<file path="config.mk">
export PLATFORM = sky130hd
export DESIGN_NAME = assert_arbiter_flat
export DESIGN_NICKNAME = d
export VERILOG_FILES = /design/src/rtl/assert_arbiter_if.sv /design/src/rtl/assert_arbiter.sv /design/src/flat_wrapper.sv
export SDC_FILE = /design/constraint.sdc
export NUM_CORES = 1
export LEC_CHECK = 0
export ABC_AREA = 1
export CAP_MARGIN = 20
export CORE_MARGIN = 5
export CORE_UTILIZATION = 35
export CTS_CLUSTER_SIZE = 30
export DETAILED_ROUTE_END_ITERATION = 8
export PLACE_DENSITY = 0.56
export SETUP_SLACK_MARGIN = 0.3
export SYNTH_ARGS = -nofsm -noshare
export SYNTH_HDL_FRONTEND = slang
export SYNTH_SLANG_ARGS = --single-unit
</file>
<file path="constraint.sdc">
create_clock -name clk -period 8.2 [get_ports clk]
set_clock_uncertainty 0.1 [all_clocks]
set_input_delay 0.82 -clock clk [delete_from_list [all_inputs] [get_ports clk]]
set_output_delay 0.82 -clock clk [all_outputs]
set_load 0.005 [all_outputs]
</file>
<file path="src/rtl/assert_arbiter_if.sv">
// Assertion-arbiter bus: source fire/mask vectors in, drainable ID log out.
//   expr_i    : per-source fire pulses (bit i = source i)
//   mask_i    : per-source mask, 1 = ignore new fires from that source
//   log_valid : log head valid
//   log_id    : source index at the log head
//   log_ready : consumer pops the head when log_valid & log_ready
// slave  = arbiter side, master = checker/host side.
interface assert_arbiter_if #(
  parameter int N_SRC = 8
);
  localparam int ID_W = $clog2(N_SRC);

  logic [N_SRC-1:0] expr_i;
  logic [N_SRC-1:0] mask_i;
  logic             log_valid;
  logic [ID_W-1:0]  log_id;
  logic             log_ready;

  modport slave (
    input  expr_i,
    input  mask_i,
    input  log_ready,
    output log_valid,
    output log_id
  );

  modport master (
    output expr_i,
    output mask_i,
    output log_ready,
    input  log_valid,
    input  log_id
  );
endinterface

</file>
<file path="src/rtl/assert_arbiter.sv">
// Central scheduler for assertion sources. Fire pulses from N_SRC checkers
// are latched into a pending vector, granted one per cycle in round-robin
// order and pushed as source IDs into a small log FIFO that the host drains.
// Granted failures are counted (saturating); reaching HALT_THRESH raises a
// sticky halt request and freezes capture.
// Ports:
//   clk, rst     : clock, synchronous active-high reset
//   arm          : leave DISARMED and start capturing
//   clear        : flush everything back to DISARMED (rst has priority)
//   bus          : assert_arbiter_if.slave (expr_i, mask_i, log_*)
//   log_overflow : sticky, a grant was dropped because the log was full
//   fail_cnt     : granted failures since last clear, saturating
//   halt         : halt request, sticky until clear/rst
//   state        : 0 DISARMED, 1 ARMED, 2 TRIPPED, 3 HALTED
module assert_arbiter #(
  parameter int N_SRC       = 8,
  parameter int LOG_DEPTH   = 4,
  parameter int CNT_W       = 16,
  parameter int HALT_THRESH = 1
) (
  input  logic               clk,
  input  logic               rst,
  input  logic               arm,
  input  logic               clear,
  assert_arbiter_if.slave    bus,
  output logic               log_overflow,
  output logic [CNT_W-1:0]   fail_cnt,
  output logic               halt,
  output logic [1:0]         state
);

  localparam int ID_W  = $clog2(N_SRC);
  localparam int PTR_W = $clog2(LOG_DEPTH);
  localparam logic [CNT_W-1:0] THRESH = CNT_W'(HALT_THRESH);
  localparam logic [PTR_W:0]   FULL_CNT = (PTR_W+1)'(LOG_DEPTH);

  typedef enum logic [1:0] {
    S_DISARMED = 2'd0,
    S_ARMED    = 2'd1,
    S_TRIPPED  = 2'd2,
    S_HALTED   = 2'd3
  } state_t;

  function automatic logic [CNT_W-1:0] sat_inc(input logic [CNT_W-1:0] v);
    return (&v) ? v : v + CNT_W'(1);
  endfunction

  state_t            state_q, state_d;
  logic [N_SRC-1:0]  pend_q, pend_d;
  logic [ID_W-1:0]   rr_ptr_q, rr_ptr_d;
  logic [CNT_W-1:0]  cnt_q, cnt_d;
  logic              halt_q, halt_d;
  logic              ovf_q, ovf_d;

  logic [ID_W-1:0]   mem [LOG_DEPTH];
  logic [PTR_W-1:0]  rd_ptr_q, wr_ptr_q, rd_nxt;
  logic [PTR_W:0]    count_q, count_d;
  logic              log_valid_q;
  logic [ID_W-1:0]   log_id_q, head_d;

  logic              active;
  logic              grant_vld;
  logic [ID_W-1:0]   grant_id;
  logic [N_SRC-1:0]  grant_onehot;
  logic              pop, full, push, drop;

  assign active = (state_q == S_ARMED) || (state_q == S_TRIPPED);

  // Round-robin search: first pending bit at or above rr_ptr, wrapping.
  always_comb begin
    int idx;
    idx       = 0;
    grant_vld = 1'b0;
    grant_id  = '0;
    for (int k = 0; k < N_SRC; k++) begin
      idx = int'(rr_ptr_q) + k;
      if (idx >= N_SRC) idx = idx - N_SRC;
      if (!grant_vld && pend_q[ID_W'(idx)]) begin
        grant_vld = 1'b1;
        grant_id  = ID_W'(idx);
      end
    end
    if (!active) grant_vld = 1'b0;
  end

  assign grant_onehot = grant_vld ? (N_SRC'(1) << grant_id) : '0;

  // A pop frees a slot in the same cycle, so a full log still accepts a push.
  assign pop  = log_valid_q & bus.log_ready;
  assign full = (count_q == FULL_CNT);
  assign push = grant_vld & (~full | pop);
  assign drop = grant_vld & full & ~pop;

  always_comb begin
    count_d = count_q;
    case ({push, pop})
      2'b10:   count_d = count_q + (PTR_W+1)'(1);
      2'b01:   count_d = count_q - (PTR_W+1)'(1);
      default: count_d = count_q;
    endcase
  end

  // Next head: the slot being written this cycle bypasses the memory.
  assign rd_nxt = rd_ptr_q + PTR_W'(pop);
  always_comb begin
    head_d = '0;
    if (count_d != '0) begin
      if (push && (rd_nxt == wr_ptr_q)) head_d = grant_id;
      else                              head_d = mem[rd_nxt];
    end
  end

  // Control FSM and capture/count next-state.
  always_comb begin
    state_d  = state_q;
    pend_d   = pend_q;
    rr_ptr_d = rr_ptr_q;
    cnt_d    = cnt_q;
    halt_d   = halt_q;
    ovf_d    = ovf_q | drop;
    case (state_q)
      S_DISARMED: begin
        pend_d = '0;
        if (arm) state_d = S_ARMED;
      end
      S_ARMED, S_TRIPPED: begin
        // New sets are ORed in after the grant clear, so a re-fire survives.
        pend_d = (pend_q & ~grant_onehot) | (bus.expr_i & ~bus.mask_i);
        if (grant_vld) begin
          rr_ptr_d = (grant_id == ID_W'(N_SRC - 1)) ? '0 : grant_id + ID_W'(1);
          cnt_d    = sat_inc(cnt_q);
          if ((HALT_THRESH != 0) && (cnt_d == THRESH)) begin
            state_d = S_HALTED;
            halt_d  = 1'b1;
          end else begin
            state_d = S_TRIPPED;
          end
        end
      end
      default: ;
    endcase
  end

  always_ff @(posedge clk) begin
    if (rst || clear) begin
      state_q     <= S_DISARMED;
      pend_q      <= '0;
      rr_ptr_q    <= '0;
      cnt_q       <= '0;
      halt_q      <= 1'b0;
      ovf_q       <= 1'b0;
      rd_ptr_q    <= '0;
      wr_ptr_q    <= '0;
      count_q     <= '0;
      log_valid_q <= 1'b0;
      log_id_q    <= '0;
    end else begin
      state_q     <= state_d;
      pend_q      <= pend_d;
      rr_ptr_q    <= rr_ptr_d;
      cnt_q       <= cnt_d;
      halt_q      <= halt_d;
      ovf_q       <= ovf_d;
      rd_ptr_q    <= rd_nxt;
      wr_ptr_q    <= wr_ptr_q + PTR_W'(push);
      count_q     <= count_d;
      log_valid_q <= (count_d != '0);
      log_id_q    <= head_d;
    end
  end

  // Log storage carries no reset; pointers and count define its contents.
  always_ff @(posedge clk) begin
    if (push) mem[wr_ptr_q] <= grant_id;
  end

  assign bus.log_valid = log_valid_q;
  assign bus.log_id    = log_id_q;
  assign log_overflow  = ovf_q;
  assign fail_cnt      = cnt_q;
  assign halt          = halt_q;
  assign state         = state_q;

endmodule

</file>
<file path="src/flat_wrapper.sv">
// flat-port wrapper written by rule: the top's interface ports become plain ports
module assert_arbiter_flat 
#(
  parameter int N_SRC       = 8,
  parameter int LOG_DEPTH   = 4,
  parameter int CNT_W       = 16,
  parameter int HALT_THRESH = 1
)
  (clk, rst, arm, clear, log_overflow, fail_cnt, halt, state, bus_expr_i, bus_mask_i, bus_log_ready, bus_log_valid, bus_log_id);
  assert_arbiter_if #(.N_SRC(N_SRC)) bus_i ();
  input  logic clk;
  input  logic rst;
  input  logic arm;
  input  logic clear;
  output logic log_overflow;
  output logic [CNT_W-1:0] fail_cnt;
  output logic halt;
  output logic [1:0] state;
  input wire logic [$bits(bus_i.expr_i)-1:0] bus_expr_i;
  input wire logic [$bits(bus_i.mask_i)-1:0] bus_mask_i;
  input wire logic [$bits(bus_i.log_ready)-1:0] bus_log_ready;
  output wire logic [$bits(bus_i.log_valid)-1:0] bus_log_valid;
  output wire logic [$bits(bus_i.log_id)-1:0] bus_log_id;
  assign bus_i.expr_i = bus_expr_i;
  assign bus_i.mask_i = bus_mask_i;
  assign bus_i.log_ready = bus_log_ready;
  assign bus_log_valid = bus_i.log_valid;
  assign bus_log_id = bus_i.log_id;
  assert_arbiter #(.N_SRC(N_SRC), .LOG_DEPTH(LOG_DEPTH), .CNT_W(CNT_W), .HALT_THRESH(HALT_THRESH)) u_core (.clk(clk), .rst(rst), .arm(arm), .clear(clear), .bus(bus_i), .log_overflow(log_overflow), .fail_cnt(fail_cnt), .halt(halt), .state(state));
endmodule
</file>
======== Word level (Yosys, flattened, before mapping) ========
Memory sizes are Yosys's and may differ from the RTL's. A register that Yosys moved wholly into a read port is not among the register bits.
Cells that the tools add are included.
operators by class
  add/subtract/negate cells ............... 21
  $lt $le $gt $ge ......................... 16
  equal/unequal tests ..................... 9
  shift operators ......................... 1
  multiplexer cells ....................... 60
  bitwise gates (word level) .............. 14
  reductions and logical operators ........ 25
operator list
  cell                                                   count
  2-to-1 mux 3 bit                                       17
  < comparator 3 x 5 -> 1 bit (second input constant)    8
  >= comparator 4 bit (second input constant)            7
  2-to-1 mux 1 bit                                       28
  subtractor 3 x 1 -> 3 bit (second input constant)      9
  binary-select mux 1 bit (select 3 bit)                 8
  adder 16 x 1 -> 16 bit (second input constant)         1
  adder 3 x 3 -> 4 bit (second input constant)           4
  bitwise AND 8 bit                                      2
  equality test 16 x 1 -> 1 bit (second input constant)  1
  2-to-1 mux 16 bit                                      1
  NOT 8 bit                                              2
  one-hot mux 8 bit (2 select lines)                     1
  AND reduction 16 bit                                   1
  adder 3 x 2 -> 4 bit (second input constant)           2
  2-to-1 mux 8 bit                                       1
  OR 8 bit                                               1
  << shifter 1 x 3 -> 8 bit (first input constant)       1
  logical AND 1 bit                                      7
  logical NOT 1 bit                                      7
  adder 3 x 1 -> 3 bit (second input constant)           2
  equality test 3 bit (second input constant)            2
  one-hot mux 3 bit (2 select lines)                     1
  AND reduction 3 bit                                    2
  other kinds (18)                                       30
word-level totals
  flip-flop bits (word level) ............. 39
  bits in writable memories ............... 12
  bits of input ports ..................... 21
  memories ................................ 1
memories
  memory      depth  bits a word  rd ports  clocked after memory_dff  write ports  RTL line              source
  u_core.mem  4      3            1         1                         1            assert_arbiter.sv:55  logic [ID_W-1:0] mem [LOG_DEPTH];

======== Depth between registers and ports, before layout ========
Gate-level depths: netlist of the first run.
  depth after elaboration ................. 34
  mapped depth ............................ 24

======== Worst setup path after synthesis of the first run ========
No wires, ideal clock.
  kind .................................... flip-flop to flip-flop
  start ................................... register u_core.rr_ptr_q[1]
  end ..................................... register u_core.pend_q[7]
  data arrival time ....................... 2955 ps
  required time ........................... 7968 ps
  slack ................................... 5013 ps
  stages on the path, launching flop included .. 22
  path buffers ............................ 1
  period minus slack after synthesis ...... 3187 ps
  path through ............................ dfxtp_1 > buf_6 > clkinv_2 > ha_1 > inv_1 > nand3_1 > nand3_1 > nand2_2 > nor2_8 > nand4_4 > nor2_4 > nand2_1 > nor2_2 > inv_1 > o211ai_2 > ha_1 > ha_1 > inv_1 > o21ai_0 > o21ai_0 > nand2_1 > a21oi_1
on the way
  word-level cells in the longest chain between the ends .. 33
  elaborated cells between the ends (all ways) .. 92
  those cells by class .................... add/sub (15); order compare (8); shift (1); mux (51); bitwise (3); reduce/logical (14)
ends and longest elaborated chain
  item                                                                           RTL line               source
  from (decl)                                                                    assert_arbiter.sv:50   logic [ID_W-1:0] rr_ptr_q, rr_ptr_d;
  from (signal assigned)                                                         assert_arbiter.sv:160  rr_ptr_q <= rr_ptr_d;
  parallel branches: the longest is 26 deep, another holds adder 3 x 1 -> 4 bit  -
  2-to-1 mux 3 bit *                                                             assert_arbiter.sv:78   if (!grant_vld && pend_q[ID_W'(idx)]) begin
  named net u_core.grant_id[1]                                                   assert_arbiter.sv:63   logic [ID_W-1:0] grant_id;
  << shifter 1 x 3 -> 8 bit *                                                    assert_arbiter.sv:86   assign grant_onehot = grant_vld ? (N_SRC'(1) << grant_id) : '0;
  2-to-1 mux 8 bit *                                                             assert_arbiter.sv:86
  NOT 8 bit *                                                                    assert_arbiter.sv:128  pend_d = (pend_q & ~grant_onehot) | (bus.expr_i & ~bus.mask_i);
  bitwise AND 8 bit *                                                            assert_arbiter.sv:128
  OR 8 bit *                                                                     assert_arbiter.sv:128
  one-hot mux 8 bit (2 select lines) *                                           assert_arbiter.sv:121  case (state_q)
  to (signal assigned)                                                           assert_arbiter.sv:159  pend_q <= pend_d;
  to (decl)                                                                      assert_arbiter.sv:49   logic [N_SRC-1:0] pend_q, pend_d;
Mark *: on every way through the listed nets, which the timed path passes. The select of a mux whose other input is x is not followed.
A chain may end at the register's enable or synchronous reset.

======== Worst setup path in the final report of the first run ========
Same ends and word-level chain as after synthesis.

==> impl_metrics.ini, run 1 <==
[outcome]
status = complete, no violations

[clock_tree]
tritoncts = yes
cts-htree-levels = 2
cts_sinks = 54
ctsResizeCount = 0
cts_setup_buffers = 0
cts_root_buf = clkbuf_8
ctsHoldBuffers = 0
clk_latency_ns = 0.30
cts_buffer_depth = 2
path_clk_slew_ns = 0.10
numCtsBuffers = 5

[power_and_ir_drop]
p_sw_share_pct = 31.40
cellLeakagePower_nw = 1.711
finalPower_w = 0.0006152
powerDensity_nw_per_um2 = 146.2
p_comb_share_pct = 26.0
p_clk_share_pct = 26.6
ir_drop_v = 0.00007280
pwr-share-seq_pct = 47.4
power_switching_w = 0.0001932
internal_power_w = 0.0004220

[global_routing]
grt_pass1_vias = 3257
grt_use_total_pct = 14.43
grtUsageMet1_pct = 20.08
grt.busiest_layer = met2
grt_pass1_wl_um = 15090
antenna_found_initial = 0
overflow = 0
use_met3_pct = 2.729
grt_max_degree = 28
gr-usage-met2_pct = 23.52

[critical_path]
path_class = flop to flop
crit_path_max_incr_delay_ns = 0.54
crit_family = simple AND/OR/NAND/NOR gates
crit_fanout = 9
arrival_ns = 3.89
end_kind = flop
cp-start-kind = flop
crit_chain = clkinv_2 -> ha_1 -> inv_1 -> nand3_1 -> nand3_1 -> nand2_2 -> nor2_8 -> nand4_4 -> nor2_4 -> nand2_1 -> nor2_2 -> inv_1 -> o211ai_2 -> ha_1 -> ha_1 -> inv_1 -> o21ai_0 -> o21ai_0 -> nand2_1 -> a21oi_1
r2r_start = u_core.rr_ptr_q[1]$_SDFFE_PP0P_
slowest_stage = dfxtp_1
cp.required_ns = 8.26
critPathBufInv = 4
crit_start = u_core.rr_ptr_q[1]$_SDFFE_PP0P_

[synth]
yosys-top-cells-area = dfxtp_1 (23%), nand2_1 (13%), edfxtp_1 (10%)
ys_seq_area_share_pct = 33.51
ys_types = 46
yosys.area.top_type = dfxtp_1
synthCells = 507
yosys_most_used_dff = dfxtp_1
yosys_warnings = 0
synth_area_per_cell_um2 = 7.070
ys_seq_elements = 54
ys_async_sr_fraction_pct = 0
synth_edf_count = 12
synthesis.area_um2 = 3585
syn_nets = 542
yosys.area.top_type_share_pct = 23.46

[placement]
portBuffers = 44
place_congestion = 0.8613
hpwl_um = 6809

[floorplanning]
start_util_pct = 35.36
coreArea_um2 = 10140
die_height_um = 111.2
dieWidth_um = 111.2
ioPinCount = 45
dieArea_um2 = 12370
row_count = 37

[finish]
drive_gt1_share_pct = 9.324
fill_cells = 1057
final_nets = 581
area_delta_synth_final_pct = 17.42
n_antenna_cell = 0

[sta]
rsz0062_at_grt = false
fmax_mhz = 260.6
fin_tns_setup_ns = 0
slew_viol_final = 0
tightest_slew_ns = 0.8474
hold_viol_final = 0
max-slew-margin-rel_pct = 43.45
min_period_ns = 3.837
period_share_pct = 46.79
final-setup-viol-count = 0

[drt]
ant_nets = 0
route.detailed.drc = 0
wire_per_inst_um = 12.60
routed_wl_um = 8609
routed_via_density = 4.732
drt-pass1-iter-count = 4
drt_iter0_markers = 188
num_vias = 3232

[min_path]
hold_class = flop to flop
min-delay-start = u_core.log_overflow$_SDFF_PP0_

[flow_run]
maxCapViolations = 0
[power groups by stage]
stage / Sequential (W) / Clock [W] / Combinational [W]
detailed placement: 0.000298 / 0 / 0.000161
floorplan: 0.000295 / 0 / 0.000117
CTS: 0.000291 / 0.000171 / 0.000161
global placement: 0.000298 / 0 / 0.000160
global route: 0.000293 / 0.000183 / 0.000182
finish: 0.000291 / 0.000164 / 0.000160
[synth_stat cells, types with 6 or more instances]
library cell,number
ha_1,13
nand2_2,11
dfxtp_1,42
nand3_1,42
inv_1,56
xor2_1,10
nor2_1,47
nor3_1,10
nand4_1,9
edfxtp_1,12
inv_2,7
xnor2_1,6
a21oi_1,31
nand2_1,125
o21ai_0,27
[stage by stage]
step	std cells	hold WS [ns]	worst slack [ns]	cell area, um2	util (%)
2_1_floorplan	507	0.3642	5.013	3585	-
3_3_place_gp	675	0.3551	4.540	4108	40.52
3_5_place_dp	675	0.3595	4.419	4108	40.52
4_1_cts	683	0.3875	4.399	4209	41.52
5_1_grt	683	0.4082	3.933	4209	41.52
6_report	683	0.3809	4.363	4209	41.52
[routing by layer]
metal / share of wire, % / vias up / routed length [um]
met1: 51 / 1445 / 4402
met5: 0 / - / 0
met4: 0.35 / 0 / 30
li1: - / 1726 / -
met2: 44 / 59 / 3831
met3: 4.0 / 2 / 344
[layout by cell type, fill, tap and decap left out, drive strengths merged, types with 6 or more instances in the layout]
cell,instances
a21oi,33
xor2,11
ha,13
clkbuf,8
inv,64
nand2,138
xnor2,7
nor2,54
dfxtp,42
nand4,10
nand3,47
clkdlybuf4s50,44
nor3,10
o21ai,31
edfxtp,12
o211ai,6
[registers in the layout (all words and copies together) (netlist names), 2 cells and up]
register and flops:
u_core.state 2, u_core.fail_cnt 16, u_core.rr_ptr_q 3, u_core.mem 12, u_core.wr_ptr_q 2, u_core.count_q 3, u_core.rd_ptr_q 2, u_core.bus.log_id 3
u_core.pend_q 8
[final timing paths]
| check | to | slack, ns | cells past startpoint |
|---|---|---|---|
| worst max-delay path | u_core.pend_q[7]$_SDFFE_PP0P_ | 4.36 | 20 |
| worst min-delay path | u_core.log_overflow$_SDFF_PP0_ | 0.38 | 1 |
| worst max register to register | u_core.pend_q[7]$_SDFFE_PP0P_ | 4.36 | 20 |
| worst min register to register | u_core.log_overflow$_SDFF_PP0_ | 0.38 | 1 |
[area by class of cell]
class | instances | area, um2 | area share, %
inverters | 66 | 254.0 | 6.034
multi-input cells | 374 | 2034 | 48.34
clock buffers | 8 | 101.3 | 2.408
repair buffers | 45 | 447.9 | 10.64
flip-flops and latches | 54 | 1201 | 28.54
well taps | 136 | 170.2 | 4.043
[worst reg2reg max path, delay by kind of cell (launching register included)]
kind                     cells  cell delay, ns
AO/OA/AOI/OAI                4            0.63
adder cells (fa/ha/maj)      3            0.85
buffers and inverters        4            0.54
flip-flops                   1            0.54
AND/OR/NAND/NOR              9            1.03
[cells by family after synthesis]
family          share of synthesized area [%]
compound gates                          12.84
xor+xnor                                4.817
fa+ha+maj                               5.096
buf+inv                                 9.738
flops                                   33.51
mux                                    0.2792
simple gates                            33.72
(Power assumes the default switching activity.)
==> run 2: changes to the inputs <==
PLACE_DENSITY = 0.58   (was 0.56)
clock period = 3.25 ns   (was 8.2 ns; I/O delays follow)
==> impl_metrics.ini, run 2 (synthesis gave the netlist of run 1 again) <==
[global_routing]
antenna_found_initial = 0
grt_pass1_vias = 3270
grt_pass1_wl_um = 15460
grt_max_degree = 28
grt_use_total_pct = 14.90
overflow = 0

[sta]
fin_tns_setup_ns = 0
hold_viol_final = 0
rsz0062_at_grt = true
max-slew-margin-rel_pct = 44.33
period_share_pct = 91.34
min_period_ns = 2.969
fmax_mhz = 336.9
slew_viol_final = 0
tightest_slew_ns = 0.8341
final-setup-viol-count = 0

[placement]
place_congestion = 0.9380
portBuffers = 44
place_inst = 682
hpwl_um = 7048
placed_area_um2 = 4233

[clock_tree]
path_clk_slew_ns = 0.09
numCtsBuffers = 5
cts_buffer_depth = 2
cts-htree-levels = 2
cts_root_buf = clkbuf_8
tritoncts = yes
cts_sinks = 54
clk_latency_ns = 0.31
ctsHoldBuffers = 0

[min_path]
hold_class = flop to flop
min-delay-start = u_core.halt$_SDFFE_PP0P_
hold_path_end = u_core.halt$_SDFFE_PP0P_
min_delay_path_depth = 1

[outcome]
status = complete, no violations

[power_and_ir_drop]
ir_drop_v = 0.0001890
cellLeakagePower_nw = 1.850
powerDensity_nw_per_um2 = 352.0

[drt]
route.detailed.drc = 0
wire_per_inst_um = 13.42
routed_wl_um = 9499
ant_nets = 0
drt-pass1-iter-count = 5
num_vias = 3500
drt_iter0_markers = 166
routed_via_density = 4.944

[finish]
drive_gt1_share_pct = 20.10
final_cell_mix = nand2_1 (122), inv_1 (49), clkdlybuf4s50_1 (44)
n_antenna_cell = 0
fin_area_um2 = 4648
area_delta_synth_final_pct = 29.67
layout_commonest_cell = nand2_1
instances_no_fill = 708
fill_cells = 1024
largest_reg_flops = 16
final_nets = 606

[critical_path]
r2r_start = u_core.rr_ptr_q[1]$_SDFFE_PP0P_
cp.required_ns = 3.31
crit_fanout = 6
rr_endpoint = u_core.pend_q[7]$_SDFFE_PP0P_
path_class = flop to flop
arrival_ns = 3.03
end_kind = flop
reg2reg_depth = 20
cp-start-kind = flop
reg2reg_slack_ns = 0.28

[floorplanning]
dieArea_um2 = 12370
ioPinCount = 45
row_count = 37
dieWidth_um = 111.2
die_height_um = 111.2
start_util_pct = 35.36
coreArea_um2 = 10140

[flow_run]
maxCapViolations = 0
-- run 2: layer usage --
| layer | up-vias | GRT usage, % | routed length [um] |
|---|---|---|---|
| li1 | 1786 | - | - |
| met1 | 1630 | 20.85 | 4679 |
| met2 | 72 | 23.56 | 4356 |
| met3 | 12 | 2.893 | 354 |
| met4 | 0 | 3.812 | 110 |
| met5 | - | 0 | 0 |
-- run 2: final cells by class --
| cell class | instances | area, um2 | share of cell area [%] |
|---|---|---|---|
| well taps | 136 | 170.2 | 3.661 |
| clock inverters | 1 | 7.507 | 0.1615 |
| inverters | 66 | 271.5 | 5.841 |
| multi-input cells | 374 | 2273 | 48.91 |
| repair buffers | 70 | 639.4 | 13.76 |
| flip-flops and latches | 54 | 1210 | 26.03 |
| clock buffers | 7 | 76.32 | 1.642 |
-- run 2: stage by stage --
step                power (W)  setup slack [ns]  hold slack [ns]  utilization (%)
finish               0.001636            0.2814           0.3798            45.85
CTS                  0.001598            0.3072           0.3842            44.26
global route         0.001736            0.1125           0.4138            45.85
floorplan            0.001051            0.2985           0.3642                -
detailed placement   0.001182           0.08944           0.3591            41.75
global placement     0.001181            0.1347           0.3516            41.75
-- run 2: how the worst max path moves through the flow --
stage / cells past startpoint / slack (ns) / start / end
2_1_floorplan: 21 / 0.30 / u_core.rr_ptr_q[1]$_SDFFE_PP0P_ / u_core.pend_q[7]$_SDFFE_PP0P_
3_3_place_gp: 18 / 0.13 / u_core.rr_ptr_q[1]$_SDFFE_PP0P_ / u_core.pend_q[7]$_SDFFE_PP0P_
6_report: 20 / 0.28 / u_core.rr_ptr_q[1]$_SDFFE_PP0P_ / u_core.pend_q[7]$_SDFFE_PP0P_
5_1_grt: 20 / 0.11 / u_core.rr_ptr_q[1]$_SDFFE_PP0P_ / u_core.pend_q[7]$_SDFFE_PP0P_
4_1_cts: 21 / 0.31 / u_core.rr_ptr_q[1]$_SDFFE_PP0P_ / u_core.pend_q[2]$_SDFFE_PP0P_
3_5_place_dp: 18 / 0.09 / u_core.rr_ptr_q[1]$_SDFFE_PP0P_ / u_core.pend_q[7]$_SDFFE_PP0P_
-- run 2: worst max-delay path, cell delays in order, from the launching register on --
cell and delay [ns]:
dfxtp_4 0.39, clkinv_8 0.05, ha_4 0.26, inv_6 0.10
nand3_2 0.08, nand2_1 0.08, inv_2 0.07, o21ai_4 0.18
nand4_4 0.11, nor2_4 0.14, nand2_1 0.08, nor2_2 0.14
inv_2 0.07, o211ai_4 0.25, ha_4 0.20, ha_4 0.13
inv_1 0.04, o21ai_1 0.14, o21ai_1 0.09, nand2_1 0.06
a21oi_1 0.06
-- run 2: power by group --
group	internal, W	leakage [nW]	total [W]	switching [W]
clock network	0.000153	0.0385	0.000378	0.000225
logic	0.000220	1.36	0.000526	0.000306
registers	0.000715	0.452	0.000732	0.0000173
total	0.00109	1.85	0.00164	0.000548
-- run 2: what timing repair did --
action	4_1_cts	5_1_grt
pin swaps	11	13
resized for setup	23	26
setup buffers	9	9
setup endpoints to repair	15	18
